[src/rtl/irq_pkg.sv]
// Shared constants and types for the interrupt capture / controller pair.
package irq_pkg;

  localparam int N_SRC_DEF       = 32;
  localparam int SYNC_STAGES_DEF = 2;
  localparam int SRC_IDX_W       = $clog2(N_SRC_DEF);

  typedef logic [SRC_IDX_W-1:0] src_idx_t;

  function automatic logic [N_SRC_DEF-1:0] src_onehot(input src_idx_t idx);
    logic [N_SRC_DEF-1:0] v;
    v      = '0;
    v[idx] = 1'b1;
    return v;
  endfunction

endpackage

[src/rtl/interrupt_request_capture_if.sv]
// Source-side and controller-side signals of the interrupt request capture block.
interface interrupt_request_capture_if
  import irq_pkg::*;
#(
  parameter int N_SRC = N_SRC_DEF
);

  logic [N_SRC-1:0] irq_in;
  logic [N_SRC-1:0] cfg_edge;
  logic [N_SRC-1:0] int_fin;
  logic             sw_we;
  logic [N_SRC-1:0] sw_set;
  logic [N_SRC-1:0] ovr_clr;
  logic [N_SRC-1:0] int_req;
  logic [N_SRC-1:0] overrun;

  modport master (
    output irq_in, cfg_edge, int_fin, sw_we, sw_set, ovr_clr,
    input  int_req, overrun
  );

  modport slave (
    input  irq_in, cfg_edge, int_fin, sw_we, sw_set, ovr_clr,
    output int_req, overrun
  );

endinterface

[src/rtl/irq_sync_bit.sv]
// Single-bit multi-flop synchronizer for one asynchronous interrupt line.
module irq_sync_bit #(
  parameter int STAGES = 2
) (
  input  logic clk,
  input  logic rst_n,
  input  logic i_d,
  output logic o_q
);

  logic [STAGES-1:0] r_sync;

  always_ff @(posedge clk or negedge rst_n) begin
    if (!rst_n) r_sync <= '0;
    else        r_sync <= {r_sync[STAGES-2:0], i_d};
  end

  assign o_q = r_sync[STAGES-1];

endmodule

[src/rtl/interrupt_request_capture.sv]
// Synchronizes raw interrupt lines and keeps a per-source pending vector with
// edge/level capture, software set and sticky overrun flags.
module interrupt_request_capture
  import irq_pkg::*;
#(
  parameter int N_SRC       = N_SRC_DEF,
  parameter int SYNC_STAGES = SYNC_STAGES_DEF
) (
  input logic                        clk,
  input logic                        rst_n,
  interrupt_request_capture_if.slave bus
);

  logic [N_SRC-1:0] w_s;
  logic [N_SRC-1:0] r_prev;
  logic [N_SRC-1:0] r_pend;
  logic [N_SRC-1:0] r_ovr;
  logic [N_SRC-1:0] r_cfg_edge;

  logic [N_SRC-1:0] w_rise;
  logic [N_SRC-1:0] w_sw;
  logic [N_SRC-1:0] w_toggle;
  logic [N_SRC-1:0] w_pend_edge;
  logic [N_SRC-1:0] w_pend_lvl;
  logic [N_SRC-1:0] w_pend_nxt;
  logic [N_SRC-1:0] w_ovr_set;
  logic [N_SRC-1:0] w_ovr_nxt;

  for (genvar gi = 0; gi < N_SRC; gi++) begin : g_sync
    irq_sync_bit #(
      .STAGES (SYNC_STAGES)
    ) u_sync (
      .clk   (clk),
      .rst_n (rst_n),
      .i_d   (bus.irq_in[gi]),
      .o_q   (w_s[gi])
    );
  end

  // A set landing with int_fin keeps the source pending; a mode change wipes it.
  always_comb begin
    w_rise      = w_s & ~r_prev;
    w_sw        = {N_SRC{bus.sw_we}} & bus.sw_set;
    w_toggle    = bus.cfg_edge ^ r_cfg_edge;
    w_pend_edge = w_rise | w_sw | (r_pend & ~bus.int_fin);
    w_pend_lvl  = w_s | w_sw;
    w_pend_nxt  = ~w_toggle & ((bus.cfg_edge & w_pend_edge) |
                               (~bus.cfg_edge & w_pend_lvl));
    w_ovr_set   = bus.cfg_edge & w_rise & r_pend & ~bus.int_fin;
    w_ovr_nxt   = ~w_toggle & (w_ovr_set | (r_ovr & ~bus.ovr_clr));
  end

  always_ff @(posedge clk or negedge rst_n) begin
    if (!rst_n) begin
      r_prev     <= '0;
      r_pend     <= '0;
      r_ovr      <= '0;
      r_cfg_edge <= '0;
    end else begin
      r_prev     <= w_s;
      r_pend     <= w_pend_nxt;
      r_ovr      <= w_ovr_nxt;
      r_cfg_edge <= bus.cfg_edge;
    end
  end

  assign bus.int_req = r_pend;
  assign bus.overrun = r_ovr;

endmodule

[src/flat_wrapper.sv]
// flat-port wrapper written by rule: the top's interface ports become plain ports
module interrupt_request_capture_flat import irq_pkg::*;
#(
  parameter int N_SRC       = N_SRC_DEF,
  parameter int SYNC_STAGES = SYNC_STAGES_DEF
)
  (clk, rst_n, bus_irq_in, bus_cfg_edge, bus_int_fin, bus_sw_we, bus_sw_set, bus_ovr_clr, bus_int_req, bus_overrun);
  interrupt_request_capture_if #(.N_SRC(N_SRC)) bus_i ();
  input logic clk;
  input logic rst_n;
  input wire logic [$bits(bus_i.irq_in)-1:0] bus_irq_in;
  input wire logic [$bits(bus_i.cfg_edge)-1:0] bus_cfg_edge;
  input wire logic [$bits(bus_i.int_fin)-1:0] bus_int_fin;
  input wire logic [$bits(bus_i.sw_we)-1:0] bus_sw_we;
  input wire logic [$bits(bus_i.sw_set)-1:0] bus_sw_set;
  input wire logic [$bits(bus_i.ovr_clr)-1:0] bus_ovr_clr;
  output wire logic [$bits(bus_i.int_req)-1:0] bus_int_req;
  output wire logic [$bits(bus_i.overrun)-1:0] bus_overrun;
  assign bus_i.irq_in = bus_irq_in;
  assign bus_i.cfg_edge = bus_cfg_edge;
  assign bus_i.int_fin = bus_int_fin;
  assign bus_i.sw_we = bus_sw_we;
  assign bus_i.sw_set = bus_sw_set;
  assign bus_i.ovr_clr = bus_ovr_clr;
  assign bus_int_req = bus_i.int_req;
  assign bus_overrun = bus_i.overrun;
  interrupt_request_capture #(.N_SRC(N_SRC), .SYNC_STAGES(SYNC_STAGES)) u_core (.clk(clk), .rst_n(rst_n), .bus(bus_i));
endmodule
[config.mk]
export PLATFORM = sky130hd
export DESIGN_NAME = interrupt_request_capture_flat
export DESIGN_NICKNAME = d
export VERILOG_FILES = /design/src/rtl/irq_pkg.sv /design/src/rtl/interrupt_request_capture_if.sv /design/src/rtl/irq_sync_bit.sv /design/src/rtl/interrupt_request_capture.sv /design/src/flat_wrapper.sv
export SDC_FILE = /design/constraint.sdc
export NUM_CORES = 1
export LEC_CHECK = 0
export BUFFER_PORTS_ARGS = -buffer_cell sky130_fd_sc_hd__buf_2
export CAP_MARGIN = 15
export CORE_ASPECT_RATIO = 1.1
export CORE_MARGIN = 1.5
export CORE_UTILIZATION = 51
export CTS_CLUSTER_DIAMETER = 120
export DETAILED_ROUTE_END_ITERATION = 10
export PLACE_DENSITY = 0.8
export SLEW_MARGIN = 25
export SYNTH_ARGS = -nofsm -noshare
export SYNTH_HDL_FRONTEND = slang
export SYNTH_SLANG_ARGS = --single-unit
[constraint.sdc]
create_clock -name clk -period 1.1 [get_ports clk]
set_input_delay 0.055 -clock clk [delete_from_list [all_inputs] [get_ports clk]]
set_output_delay 0.055 -clock clk [all_outputs]
set_load 0.02 [all_outputs]
==> impl_metrics.ini <==
[layout]
layout-drive-gt1-share = 0.338
instances_no_fill = 1079
antenna_cells = 0
area_delta_synth_final_pct = 39.7
final_nets = 1041
final_util = 0.730
n_fill_cell = 950

[power]
finalPower_mw = 15.5
p_per_area_mw_per_mm2 = 1530
p_seq_frac = 0.501
ir_drop_v = 0.00116
p_leak_nw = 5.02
swShare = 0.242
switchingPower_mw = 3.75
p_comb_frac = 0.109
clkPwrFrac = 0.390
p_int_mw = 11.7

[timing]
max_freq_ghz = 0.931
setup_viol = 0
worstMarginPinSlew_ns = 0.359
post-route-period-util = 0.976
rsz0062_at_grt = true
drv_slew = 0
slew_headroom = 0.761
setup_ws_ns = 0.0263
fin_worst_skew_ns = 0.00791
post-route-min-period_ns = 1.07
hold_viol = 0

[grt]
grt_pass1_wl_um = 28400
grt_pass1_vias = 6138
overflow = 0
track_usage = 0.249
antenna_found_initial = 0
grt_start_max_net_pins = 46

[setup_path]
critical_path.top_delay_family = flip-flops
regToRegEndpoint = u_core.bus.int_req[26]
cp-startpoint = u_core.bus.int_req[9]
cpPeakStageDelay_ns = 0.44
setup.worst_path.start_class = register
required_ns = 1.04
ff2ff_setup_slack_ns = 0.03
crit_slowest_cell = dfrtp_1
worstPathArrival_ns = 1.02
crit_buf_inv = 1
cp_cell_sequence = buf_6
cp-end-kind = primary output
r2r-start = u_core.r_cfg_edge[26]
critPathKind = register to primary output
critPathMaxFanout = 3
reg2reg_depth = 3
crit_cells = 1
endpoint = bus_int_req[9]

[floorplanning]
die_area_sq_mm = 0.0149
core_area_sq_mm = 0.0139
start_util = 0.522
rows = 45
die_w_um = 117
die_h_um = 128
io_pins = 227

[flow_run]
drv_cap = 0

[detailed_routing]
drc = 0
vias = 5928
dr.first_iter.drc_count = 431
ant_nets = 0
first_pass_iters = 7
routed_wl_um = 18300
viasPerCell = 5.49
wire_per_inst_um = 17.0

[clock_tree]
clockBufferDepth = 2
cts_tree = yes
htree_levels = 4
cts_made_buffers = 17
clk_pin_slew_ns = 0.07
insertion_delay_ns = 0.43
cts_sinks = 192
cts-root-buf = clkbuf_16

[status]
outcome = finished, final reports clean

[synth]
syn_nets = 714
synth.area.top_cells = dfrtp_1 (66%), nand4bb_1 (5.0%), a222oi_1 (4.4%)
yosys_warnings = 0
ys_ff_latch = 192
yosysTopAreaCell = dfrtp_1
synth.avg_cell_area_sq_um = 13.1
synth_top_area_share = 0.664
synth_cell_types = 12
syn_inst = 551
synth_seq_area_share = 0.664
syn-cell-area_sq_mm = 0.00723

[min_path]
min_path_type = primary input to register
hp-start = bus_sw_set[10]

[placement]
numPortBuffers = 226
place_inst = 967
pre_cts_ws_ns = 0.0896
routabilityCongestion = 0.800
dp_hpwl_um = 11900
sequential cells by signal, indices dropped and copies added, names as in the netlist:
name and flops:
u_core.r_prev 32, u_core.g_sync.u_sync.r_sync 64, u_core.r_cfg_edge 32, u_core.bus.overrun 32, u_core.bus.int_req 32
cells in the final DEF, fill, tap and decap left out:
| master | instances |
|---|---|
| buf_2 | 220 |
| dfrtp_1 | 191 |
| dlygate4sd3_1 | 79 |
| nand2_1 | 64 |
| nor3_1 | 64 |
| inv_1 | 32 |
| a222oi_1 | 32 |
| a211oi_1 | 32 |
| xor2_1 | 32 |
| nand2b_1 | 32 |
| nand4bb_1 | 32 |
| a31o_2 | 32 |
| clkbuf_16 | 17 |
| buf_12 | 6 |
| clkinvlp_4 | 5 |
| buf_6 | 5 |
| buf_4 | 4 |
| clkbuf_8 | 3 |
| clkinv_2 | 3 |
| clkinv_4 | 3 |
| bufinv_16 | 2 |
| dfrtp_2 | 1 |
synth_stat cells:
master	instances
dfrtp_1	192
nand4bb_1	32
inv_1	32
buf_4	3
a222oi_1	32
xor2_1	32
nand2_1	64
nand2b_1	32
a211oi_1	32
buf_6	4
a31o_2	32
nor3_1	64
power by group through the flow:
stage	combinational, mW	sequential [mW]	clock, mW
after CTS	1.65	7.74	6.15
after global routing	1.84	7.80	6.47
after detailed placement	1.41	7.87	0
after global placement	1.35	7.83	0
after floorplan	0.456	7.97	0
final	1.69	7.76	6.04
through the flow:
stage                     cell area (sq um)  TNS (ns)  hold slack (ns)
after floorplan                        7230         0           -0.241
after global placement                 8680         0          -0.0312
after detailed placement               8680         0          -0.0283
after CTS                             10100         0          0.00288
after global routing                  10100   -0.0263           0.0217
final                                 10100         0           0.0148
worst min-delay path by stage:
stage / to / slack [ns] / cells after the start
floorplan: u_core.bus.int_req[0] / -0.24 / 0
global route: u_core.bus.int_req[24] / 0.02 / 3
global placement: u_core.r_cfg_edge[31] / -0.03 / 1
CTS: u_core.bus.int_req[14] / 0.003 / 3
detailed placement: u_core.r_cfg_edge[31] / -0.03 / 1
finish: u_core.bus.int_req[10] / 0.01 / 3
logic make-up (layout without fill, tap and decap cells):
| group | after synthesis | in the layout | share of synthesized area |
|---|---|---|---|
| xor gates and xnor gates | 32 | 32 | 0.0387 |
| AOI/OAI and AO/OA | 96 | 96 | 0.116 |
| and+or+nand+nor | 192 | 192 | 0.155 |
| DFF | 192 | 192 | 0.664 |
| buffers and inverters | 39 | 379 | 0.0259 |
cell type report:
| type | count | area [sq um] | share of cell area |
|---|---|---|---|
| clock inverter | 13 | 139 | 0.0137 |
| timing repair buffer | 315 | 2110 | 0.209 |
| inverter | 32 | 120 | 0.0119 |
| tap | 188 | 235 | 0.0233 |
| clock buffer | 19 | 453 | 0.0448 |
| sequential | 192 | 4810 | 0.475 |
| multi-input combinational | 320 | 2240 | 0.222 |
per-layer routing:
| metal | global-route usage | up-vias | share of wire |
|---|---|---|---|
| li1 | - | 2702 | - |
| met1 | 0.281 | 2932 | 0.38 |
| met2 | 0.433 | 250 | 0.52 |
| met3 | 0.0719 | 44 | 0.067 |
| met4 | 0.119 | 0 | 0.031 |
| met5 | 0 | - | 0 |
what timing repair did:
item                       4_1_cts  5_1_grt
hold endpoints to repair       313        0
setup buffers                    0        1
hold buffers                    79        0
setup endpoints to repair        0        7
gates resized for setup          0       11
No activity file was read; power rests on OpenSTA's default activity.
